[src/rtl/multicycle_control_if.sv]
// rtl/multicycle_control_if.sv - control bus between the multicycle controller and its datapath
interface multicycle_control_if;
  logic [5:0]  Opcode;
  logic        MemReady;
  logic        PCWrite;
  logic        PCWriteCond;
  logic        IorD;
  logic        MemRead;
  logic        MemWrite;
  logic        MemtoReg;
  logic        IRWrite;
  logic        ALUSrcA;
  logic        RegWrite;
  logic        RegDst;
  logic [1:0]  PCSource;
  logic [1:0]  ALUSrcB;
  logic [3:0]  ALUOp;
  logic [3:0]  State;
  logic        Illegal;
  logic [15:0] InstrCount;

  modport master (
    output Opcode, MemReady,
    input  PCWrite, PCWriteCond, IorD, MemRead, MemWrite, MemtoReg, IRWrite,
           ALUSrcA, RegWrite, RegDst, PCSource, ALUSrcB, ALUOp, State,
           Illegal, InstrCount
  );

  modport slave (
    input  Opcode, MemReady,
    output PCWrite, PCWriteCond, IorD, MemRead, MemWrite, MemtoReg, IRWrite,
           ALUSrcA, RegWrite, RegDst, PCSource, ALUSrcB, ALUOp, State,
           Illegal, InstrCount
  );
endinterface

[src/rtl/multicycle_control.sv]
// rtl/multicycle_control.sv - Moore FSM sequencing a multicycle MIPS-style datapath
// Handles LW/SW/R-type/BEQ/J/ADDI, flags unsupported opcodes and counts retired instructions.
module multicycle_control (
  input  logic                 CLK,
  input  logic                 Reset_L,
  multicycle_control_if.slave  bus
);

  typedef enum logic [3:0] {
    FETCH   = 4'd0,
    DECODE  = 4'd1,
    MEMADR  = 4'd2,
    MEMRD   = 4'd3,
    MEMWB   = 4'd4,
    MEMWR   = 4'd5,
    RTEXE   = 4'd6,
    RTWB    = 4'd7,
    BEQ     = 4'd8,
    JUMP    = 4'd9,
    ADDIEXE = 4'd10,
    ADDIWB  = 4'd11,
    ILLEGAL = 4'd12
  } state_t;

  localparam logic [5:0] OP_RTYPE = 6'b000000;
  localparam logic [5:0] OP_LW    = 6'b100011;
  localparam logic [5:0] OP_SW    = 6'b101011;
  localparam logic [5:0] OP_BEQ   = 6'b000100;
  localparam logic [5:0] OP_J     = 6'b000010;
  localparam logic [5:0] OP_ADDI  = 6'b001000;

  localparam logic [3:0] ALU_ADD  = 4'b0010;
  localparam logic [3:0] ALU_SUB  = 4'b0110;
  localparam logic [3:0] ALU_FUNC = 4'b1111;

  state_t      r_state;
  state_t      w_next;
  logic [15:0] r_instr_count;
  logic        r_illegal;
  logic        w_retire;

  logic        w_pc_write;
  logic        w_pc_write_cond;
  logic        w_iord;
  logic        w_mem_read;
  logic        w_mem_write;
  logic        w_mem_to_reg;
  logic        w_ir_write;
  logic        w_alu_src_a;
  logic        w_reg_write;
  logic        w_reg_dst;
  logic [1:0]  w_pc_source;
  logic [1:0]  w_alu_src_b;
  logic [3:0]  w_alu_op;

  always_ff @(posedge CLK or negedge Reset_L) begin
    if (!Reset_L) begin
      r_state       <= FETCH;
      r_instr_count <= 16'd0;
      r_illegal     <= 1'b0;
    end else begin
      r_state   <= w_next;
      // Registered alongside the state so the pulse lines up with State=ILLEGAL
      r_illegal <= (w_next == ILLEGAL);
      if (w_retire) begin
        r_instr_count <= r_instr_count + 16'd1;
      end
    end
  end

  always_comb begin
    w_next          = r_state;
    w_retire        = 1'b0;
    w_pc_write      = 1'b0;
    w_pc_write_cond = 1'b0;
    w_iord          = 1'b0;
    w_mem_read      = 1'b0;
    w_mem_write     = 1'b0;
    w_mem_to_reg    = 1'b0;
    w_ir_write      = 1'b0;
    w_alu_src_a     = 1'b0;
    w_reg_write     = 1'b0;
    w_reg_dst       = 1'b0;
    w_pc_source     = 2'b00;
    w_alu_src_b     = 2'b00;
    w_alu_op        = 4'b0000;

    case (r_state)
      FETCH: begin
        w_mem_read  = 1'b1;
        w_alu_src_b = 2'b01;
        w_alu_op    = ALU_ADD;
        if (bus.MemReady) begin
          w_ir_write = 1'b1;
          w_pc_write = 1'b1;
          w_next     = DECODE;
        end
      end
      DECODE: begin
        w_alu_src_b = 2'b11;
        w_alu_op    = ALU_ADD;
        case (bus.Opcode)
          OP_RTYPE:     w_next = RTEXE;
          OP_LW, OP_SW: w_next = MEMADR;
          OP_BEQ:       w_next = BEQ;
          OP_J:         w_next = JUMP;
          OP_ADDI:      w_next = ADDIEXE;
          default:      w_next = ILLEGAL;
        endcase
      end
      MEMADR: begin
        w_alu_src_a = 1'b1;
        w_alu_src_b = 2'b10;
        w_alu_op    = ALU_ADD;
        w_next      = (bus.Opcode == OP_LW) ? MEMRD : MEMWR;
      end
      MEMRD: begin
        w_mem_read = 1'b1;
        w_iord     = 1'b1;
        if (bus.MemReady) begin
          w_next = MEMWB;
        end
      end
      MEMWB: begin
        w_reg_write  = 1'b1;
        w_mem_to_reg = 1'b1;
        w_next       = FETCH;
        w_retire     = 1'b1;
      end
      MEMWR: begin
        w_mem_write = 1'b1;
        w_iord      = 1'b1;
        if (bus.MemReady) begin
          w_next   = FETCH;
          w_retire = 1'b1;
        end
      end
      RTEXE: begin
        w_alu_src_a = 1'b1;
        w_alu_op    = ALU_FUNC;
        w_next      = RTWB;
      end
      RTWB: begin
        w_reg_write = 1'b1;
        w_reg_dst   = 1'b1;
        w_next      = FETCH;
        w_retire    = 1'b1;
      end
      BEQ: begin
        w_alu_src_a     = 1'b1;
        w_alu_op        = ALU_SUB;
        w_pc_write_cond = 1'b1;
        w_pc_source     = 2'b01;
        w_next          = FETCH;
        w_retire        = 1'b1;
      end
      JUMP: begin
        w_pc_write  = 1'b1;
        w_pc_source = 2'b10;
        w_next      = FETCH;
        w_retire    = 1'b1;
      end
      ADDIEXE: begin
        w_alu_src_a = 1'b1;
        w_alu_src_b = 2'b10;
        w_alu_op    = ALU_ADD;
        w_next      = ADDIWB;
      end
      ADDIWB: begin
        w_reg_write = 1'b1;
        w_next      = FETCH;
        w_retire    = 1'b1;
      end
      ILLEGAL: begin
        w_next = FETCH;
      end
      default: begin
        w_next = FETCH;
      end
    endcase
  end

  // Write/request strobes are held off for the whole time reset is low, not just at the edge
  assign bus.PCWrite     = w_pc_write      & Reset_L;
  assign bus.PCWriteCond = w_pc_write_cond & Reset_L;
  assign bus.MemRead     = w_mem_read      & Reset_L;
  assign bus.MemWrite    = w_mem_write     & Reset_L;
  assign bus.IRWrite     = w_ir_write      & Reset_L;
  assign bus.RegWrite    = w_reg_write     & Reset_L;
  assign bus.IorD        = w_iord;
  assign bus.MemtoReg    = w_mem_to_reg;
  assign bus.ALUSrcA     = w_alu_src_a;
  assign bus.RegDst      = w_reg_dst;
  assign bus.PCSource    = w_pc_source;
  assign bus.ALUSrcB     = w_alu_src_b;
  assign bus.ALUOp       = w_alu_op;
  assign bus.State       = r_state;
  assign bus.Illegal     = r_illegal;
  assign bus.InstrCount  = r_instr_count;

endmodule

[src/flat_wrapper.sv]
// flat-port wrapper written by rule: the top's interface ports become plain ports
module multicycle_control_flat 
  (CLK, Reset_L, bus_Opcode, bus_MemReady, bus_PCWrite, bus_PCWriteCond, bus_IorD, bus_MemRead, bus_MemWrite, bus_MemtoReg, bus_IRWrite, bus_ALUSrcA, bus_RegWrite, bus_RegDst, bus_PCSource, bus_ALUSrcB, bus_ALUOp, bus_State, bus_Illegal, bus_InstrCount);
  multicycle_control_if bus_i ();
  input  logic CLK;
  input  logic Reset_L;
  input wire logic [$bits(bus_i.Opcode)-1:0] bus_Opcode;
  input wire logic [$bits(bus_i.MemReady)-1:0] bus_MemReady;
  output wire logic [$bits(bus_i.PCWrite)-1:0] bus_PCWrite;
  output wire logic [$bits(bus_i.PCWriteCond)-1:0] bus_PCWriteCond;
  output wire logic [$bits(bus_i.IorD)-1:0] bus_IorD;
  output wire logic [$bits(bus_i.MemRead)-1:0] bus_MemRead;
  output wire logic [$bits(bus_i.MemWrite)-1:0] bus_MemWrite;
  output wire logic [$bits(bus_i.MemtoReg)-1:0] bus_MemtoReg;
  output wire logic [$bits(bus_i.IRWrite)-1:0] bus_IRWrite;
  output wire logic [$bits(bus_i.ALUSrcA)-1:0] bus_ALUSrcA;
  output wire logic [$bits(bus_i.RegWrite)-1:0] bus_RegWrite;
  output wire logic [$bits(bus_i.RegDst)-1:0] bus_RegDst;
  output wire logic [$bits(bus_i.PCSource)-1:0] bus_PCSource;
  output wire logic [$bits(bus_i.ALUSrcB)-1:0] bus_ALUSrcB;
  output wire logic [$bits(bus_i.ALUOp)-1:0] bus_ALUOp;
  output wire logic [$bits(bus_i.State)-1:0] bus_State;
  output wire logic [$bits(bus_i.Illegal)-1:0] bus_Illegal;
  output wire logic [$bits(bus_i.InstrCount)-1:0] bus_InstrCount;
  assign bus_i.Opcode = bus_Opcode;
  assign bus_i.MemReady = bus_MemReady;
  assign bus_PCWrite = bus_i.PCWrite;
  assign bus_PCWriteCond = bus_i.PCWriteCond;
  assign bus_IorD = bus_i.IorD;
  assign bus_MemRead = bus_i.MemRead;
  assign bus_MemWrite = bus_i.MemWrite;
  assign bus_MemtoReg = bus_i.MemtoReg;
  assign bus_IRWrite = bus_i.IRWrite;
  assign bus_ALUSrcA = bus_i.ALUSrcA;
  assign bus_RegWrite = bus_i.RegWrite;
  assign bus_RegDst = bus_i.RegDst;
  assign bus_PCSource = bus_i.PCSource;
  assign bus_ALUSrcB = bus_i.ALUSrcB;
  assign bus_ALUOp = bus_i.ALUOp;
  assign bus_State = bus_i.State;
  assign bus_Illegal = bus_i.Illegal;
  assign bus_InstrCount = bus_i.InstrCount;
  multicycle_control u_core (.CLK(CLK), .Reset_L(Reset_L), .bus(bus_i));
endmodule
[config.mk]
export PLATFORM = sky130hd
export DESIGN_NAME = multicycle_control_flat
export DESIGN_NICKNAME = d
export VERILOG_FILES = /design/src/rtl/multicycle_control_if.sv /design/src/rtl/multicycle_control.sv /design/src/flat_wrapper.sv
export SDC_FILE = /design/constraint.sdc
export NUM_CORES = 1
export LEC_CHECK = 0
export BUFFER_PORTS_ARGS = -buffer_cell sky130_fd_sc_hd__buf_4
export CORE_AREA = 2 2 58 60
export CTS_BUF_LIST = sky130_fd_sc_hd__clkbuf_4 sky130_fd_sc_hd__clkbuf_8 sky130_fd_sc_hd__clkbuf_16
export DETAILED_ROUTE_END_ITERATION = 10
export DIE_AREA = 0 0 60 62
export PLACE_DENSITY = 0.75
export SYNTH_ARGS = -nofsm -noshare
export SYNTH_HDL_FRONTEND = slang
export SYNTH_SLANG_ARGS = --single-unit
[constraint.sdc]
create_clock -name CLK -period 1.52 [get_ports CLK]
set_input_delay 0.228 -clock CLK [delete_from_list [all_inputs] [get_ports CLK]]
set_output_delay 0.228 -clock CLK [all_outputs]
set_load 0.01 [all_outputs]
; After elaboration in Yosys (flattened, before gate mapping)
; Cells that the tools add are included.
[op_classes]
n_addsub = 1
eq_ne = 17
muxes = 21
bitwise = 6
reduce_logical = 10
[op_table]
columns = op, count
row1 = one-hot mux 4 bit (7 select lines), 1
row2 = == test 4 bit (second input constant), 5
row3 = one-hot mux 4 bit (5 select lines), 1
row4 = adder 16 x 1 -> 16 bit (second input constant), 1
row5 = == test 4 x 3 -> 1 bit (second input constant), 4
row6 = == test 6 bit (second input constant), 2
row7 = two-way mux 4 bit, 3
row8 = one-hot mux 4 bit (3 select lines), 1
row9 = two-way mux 1 bit, 10
row10 = == test 4 x 2 -> 1 bit (second input constant), 2
row11 = OR reduction 2 bit, 4
row12 = OR reduction 4 bit, 2
row13 = bitwise AND 1 bit, 6
row14 = == test 6 x 2 -> 1 bit (second input constant), 1
row15 = == test 6 x 3 -> 1 bit (second input constant), 1
row16 = == test 6 x 4 -> 1 bit (second input constant), 1
row17 = zero test 6 bit, 1
row18 = one-hot mux 2 bit (3 select lines), 1
row19 = OR reduction 5 bit, 1
row20 = == test 4 x 1 -> 1 bit (second input constant), 1
row21 = zero test 4 bit, 1
row22 = one-hot mux 1 bit (2 select lines), 2
row23 = one-hot mux 2 bit (2 select lines), 1
row24 = two-way mux 3 bit, 1
row25 = OR reduction 3 bit, 1
[totals]
reg_bits = 21
input_bits = 9
output_inout_bits = 39
wordCells = 58

; Logic depth before layout (Yosys ltp)
[logic_depth]
depth_word = 5
depth_mapped = 6

; Worst setup path before layout
; Ideal clock, no wire load.
[synth_path]
path_kind = reg2out
start = register u_core.r_state[3] (netlist: u_core.bus.State[3])
end = output bus_RegWrite
t_arrival_ps = 1366
path_slack_ps = -74
path_stages_with_launch = 6
path_buffers = 1
path_cell_list = dfrtp_1 > buf_2 > inv_1 > nand2_1 > nor3_1 > o21a_1
[synth_between]
elab_chain_len = 4
[synth_lines]
columns = element, line
row1 = start: declaration, multicycle_control.sv:36  ; state_t r_state;
row2 = start signal: assignment, multicycle_control.sv:62  ; r_state <= w_next;
row3 = == test 4 x 3 -> 1 bit / == test 4 bit (equally long branches), multicycle_control.sv:88  ; case (r_state)
row4 = OR reduction 3 bit (no source line) (*), n/a
row5 = two-way mux 1 bit (*), multicycle_control.sv:88
row6 = bitwise AND 1 bit (*), multicycle_control.sv:189  ; assign bus.RegWrite = w_reg_write & Reset_L;
row7 = end: declaration, flat_wrapper.sv:17  ; output wire logic [$bits(bus_i.RegWrite)-1:0] bus_RegWrite;
; Every way passes the cells marked *; elsewhere a longest branch is shown, timed or not.

; Worst setup path in the final report
[layout_path]
start = register u_core.r_state[1] (netlist: u_core.bus.State[1])
end = output bus_IRWrite
[layout_between]
elab_chain_len = 3
[layout_lines]
columns = element, line
row1 = zero test 4 bit, multicycle_control.sv:88
row2 = two-way mux 1 bit, multicycle_control.sv:88
row3 = bitwise AND 1 bit, multicycle_control.sv:188  ; assign bus.IRWrite = w_ir_write & Reset_L;
row4 = end: declaration, flat_wrapper.sv:15  ; output wire logic [$bits(bus_i.IRWrite)-1:0] bus_IRWrite;
; No other way between the ends.

==> flow_metrics.env <==
export IMPL_worstPathArrival_ns=1.58
export IMPL_grt_total_usage_pct=21.36
export IMPL_finalSetupViolations=25
export IMPL_synth_seq_cells=21
export IMPL_yosysWarnings=0
export IMPL_clk_path_buf_depth=2
export IMPL_p_comb_share_pct=67.1
export IMPL_cp_cell_sequence="buf_6 -> nor2_2 -> nand2_1 -> nor3_2 -> buf_4"
export IMPL_holdWs_ns=0.2460
export IMPL_drive_gt1_share_pct=52.89
export IMPL_cts_tree="done"
export IMPL_areaGrowthSynthToFinish_pct=65.84
export IMPL_grt_max_degree=17
export IMPL_n_antenna_cell=0
export IMPL_numCtsBuffers=3
export IMPL_p_int_mw=1.962
export IMPL_violations="negative setup slack"
export IMPL_power_net_switching_mw=1.520
export IMPL_ys_types=43
export IMPL_hp_start="bus_Opcode[4]"
export IMPL_cts_sinks=21
export IMPL_placementRows=21
export IMPL_num_vias=1542
export IMPL_fin_cells=271
export IMPL_cp_max_fo=6
export IMPL_seq_area_frac_synth_pct=38.78
export IMPL_syn_area_um2=1355
export IMPL_fin_area_um2=2247
export IMPL_irDropWorstVdd_mv=1.078
export IMPL_status="finished with violations"
export IMPL_wirelength_um=4746
export IMPL_drt_pass1_iter_count=4
export IMPL_overflow=0
export IMPL_postLayoutCoreUtil_pct=70.68
export IMPL_worst_slew_margin_rel_pct=73.66
export IMPL_placed_cells=245
export IMPL_clkSlewWorstSetupHoldPaths_ns=0.14
export IMPL_antenna_found_initial=0
export IMPL_fin_crit_ns=1.805
export IMPL_crit_family="simple AND/OR/NAND/NOR gates"
export IMPL_clkPwrFrac_pct=8.4
export IMPL_p_seq_share_pct=24.5
export IMPL_period_share_pct=118.7
export IMPL_via_per_inst=5.690
export IMPL_synth_cells=150
export IMPL_ios=48
export IMPL_fp_dieH_um=62
export IMPL_crit_start="u_core.bus.State[1]$_DFF_PN0_"
export IMPL_p_leak_nw=1.020
export IMPL_fin_tns_setup_ns=-3.186
export IMPL_async_reset_ff_share_pct=100.0
export IMPL_numPortBuffers=47
export IMPL_post_drt_wl_per_cell_um=17.51
export IMPL_layout_common_cells="buf_4 (56), buf_6 (20), dfrtp_1 (19), xnor2_1 (15), nor2_1 (11)"
export IMPL_worst_endpoint_required_ns=1.29
export IMPL_syn_area_per_cell_um2=9.034
export IMPL_drv_cap=0
export IMPL_r2r_start="u_core.bus.State[1]$_DFF_PN0_"
export IMPL_critPathBufInv=2
export IMPL_tightest_slew_ns=0.3915
export IMPL_crit_path_top_delay_cell="dfrtp_1"
export IMPL_cts_root_buf="clkbuf_4"
export IMPL_rsz0062_at_grt="yes"
export IMPL_syn_num_nets=160
export IMPL_crit_path_max_incr_delay_ns=0.46
export IMPL_place_area_um2=1789
export IMPL_floorplan_initialDensity_pct=42.62
export IMPL_hold_violations=0
export IMPL_start_kind="flip-flop"
export IMPL_worstSetupEndpointType="output pin"
export IMPL_htreeDepth=1
export IMPL_grt_pass1_vias=1338
export IMPL_core_area_um2=3179
export IMPL_critPathKind="flip-flop to output pin"
export IMPL_skew_ns=0.01684
export IMPL_die_area_um2=3720
export IMPL_die_width_um=60
export IMPL_drcViolationCount=0
export IMPL_detail_route_antenna_nets=0
export IMPL_dp_hpwl_um=2593
export IMPL_synth_edf_count=0
export IMPL_yosys_most_used_dff="dfrtp_1"
export IMPL_fin_ws_ns=-0.2848
export IMPL_final_common_cell="buf_4"
export IMPL_drv_slew=0
export IMPL_grt_pass1_wl_um=5989
export IMPL_fmax_ghz=0.5541
export IMPL_worstSkewPairLatency_ns=0.33
export IMPL_finalNetCount=236
export IMPL_hp_class="input pin to flip-flop"
export IMPL_drt_iter0_drc=69
export IMPL_gp_congestion=0.8841
export IMPL_sw_frac_of_total_pct=43.66
export IMPL_power_density_nw_per_um2=1550
final cells by class:
class                   count  area (um^2)
multi-input cells         117        949.7
fillers                   238        932.1
repair buffers             78        663.1
flip-flops and latches     21        528.0
well taps                  46        57.56
clock buffers               3        22.52
inverters                   5        18.77
clock inverters             1        7.507
Yosys cell counts, drive strengths merged, types with 3 or more instances:
master | instances | area, um^2
dfrtp | 21 | 525.5
nor2 | 17 | 63.81
xnor2 | 16 | 140.1
nand2 | 12 | 45.04
nand4 | 10 | 75.07
buf | 7 | 52.54
nand3 | 7 | 45.04
nand2b | 6 | 37.54
nor3 | 6 | 30.03
inv | 5 | 18.77
o21ai | 4 | 20.02
a21oi | 3 | 15.01
and2 | 3 | 18.77
nor4 | 3 | 25.02
sequential cells by signal, indices dropped and copies added (netlist names):
name and count:
u_core.bus.InstrCount 16, u_core.bus.State 4, u_core.bus.Illegal 1
per-stage QoR:
| step | setup WS [ns] | total power, mW |
|---|---|---|
| 2_1_floorplan | 0.04929 | 1.743 |
| 3_3_place_gp | 0.1096 | 2.300 |
| 3_5_place_dp | 0.03216 | 2.337 |
| 4_1_cts | -0.2027 | 3.071 |
| 5_1_grt | -0.3254 | 3.651 |
| 6_report | -0.2848 | 3.482 |
power by group through the flow:
stage / registers, mW / logic (mW) / clock network, mW
after floorplan: 0.876 / 0.866 / 0
after global placement: 0.828 / 1.47 / 0
after detailed placement: 0.842 / 1.50 / 0
after CTS: 0.838 / 1.95 / 0.288
after global routing: 0.876 / 2.46 / 0.314
final: 0.853 / 2.34 / 0.292
routing by layer:
| layer | GRT usage (%) | vias to the layer above | wire [um] |
|---|---|---|---|
| li1 | - | 692 | - |
| met1 | 25.96 | 721 | 1841 |
| met2 | 36.80 | 106 | 2324 |
| met3 | 2.899 | 23 | 351 |
| met4 | 11.43 | 0 | 229 |
| met5 | 0 | - | 0 |
worst reg2reg max path: stages, from the launching register on:
cell and delay [ns]:
dfrtp_1 0.46, buf_6 0.17, buf_4 0.14, nor2b_1 0.16, a22o_1 0.25, a32oi_1 0.28, a22oi_1 0.11
path summary, 6_finish.rpt:
| check | to | slack, ns | cells past startpoint |
|---|---|---|---|
| worst max-delay path | bus_IRWrite | -0.28 | 5 |
| worst min-delay path | u_core.bus.State[2]$_DFF_PN0_ | 0.25 | 3 |
| worst max register to register | u_core.bus.Illegal$_DFF_PN0_ | -0.17 | 6 |
| worst min register to register | u_core.bus.InstrCount[15]$_DFFE_PN0P_ | 0.48 | 1 |
| max in group asynchronous | u_core.bus.InstrCount[11]$_DFFE_PN0P_ | 0.63 | 3 |
| min in group asynchronous | u_core.bus.Illegal$_DFF_PN0_ | 0.35 | 2 |
cell families (layout without fill, tap and decap cells):
family                   Yosys count  count (layout)  synth area share [%]
adder cells (fa/ha/maj)            1               1                0.9232
AND/OR/NAND/NOR                   74              74                 30.10
AO/OA/AOI/OAI                     23              24                 12.83
flip-flops                        21              21                 38.78
multiplexers                       1               1                0.8310
buffers and inverters             13              87                 5.539
XOR/XNOR                          17              17                 10.99
repair_timing:
item | CTS | global route
pin swaps | 6 | 15
endpoints found under the setup margin | 19 | 31
setup buffers | 14 | 6
gates cloned | 1 | 1
endpoints found under the hold margin | 21 | 0
hold buffers | 1 | 0
gates resized for setup | 35 | 29
Power figures use the tool's default switching activity.
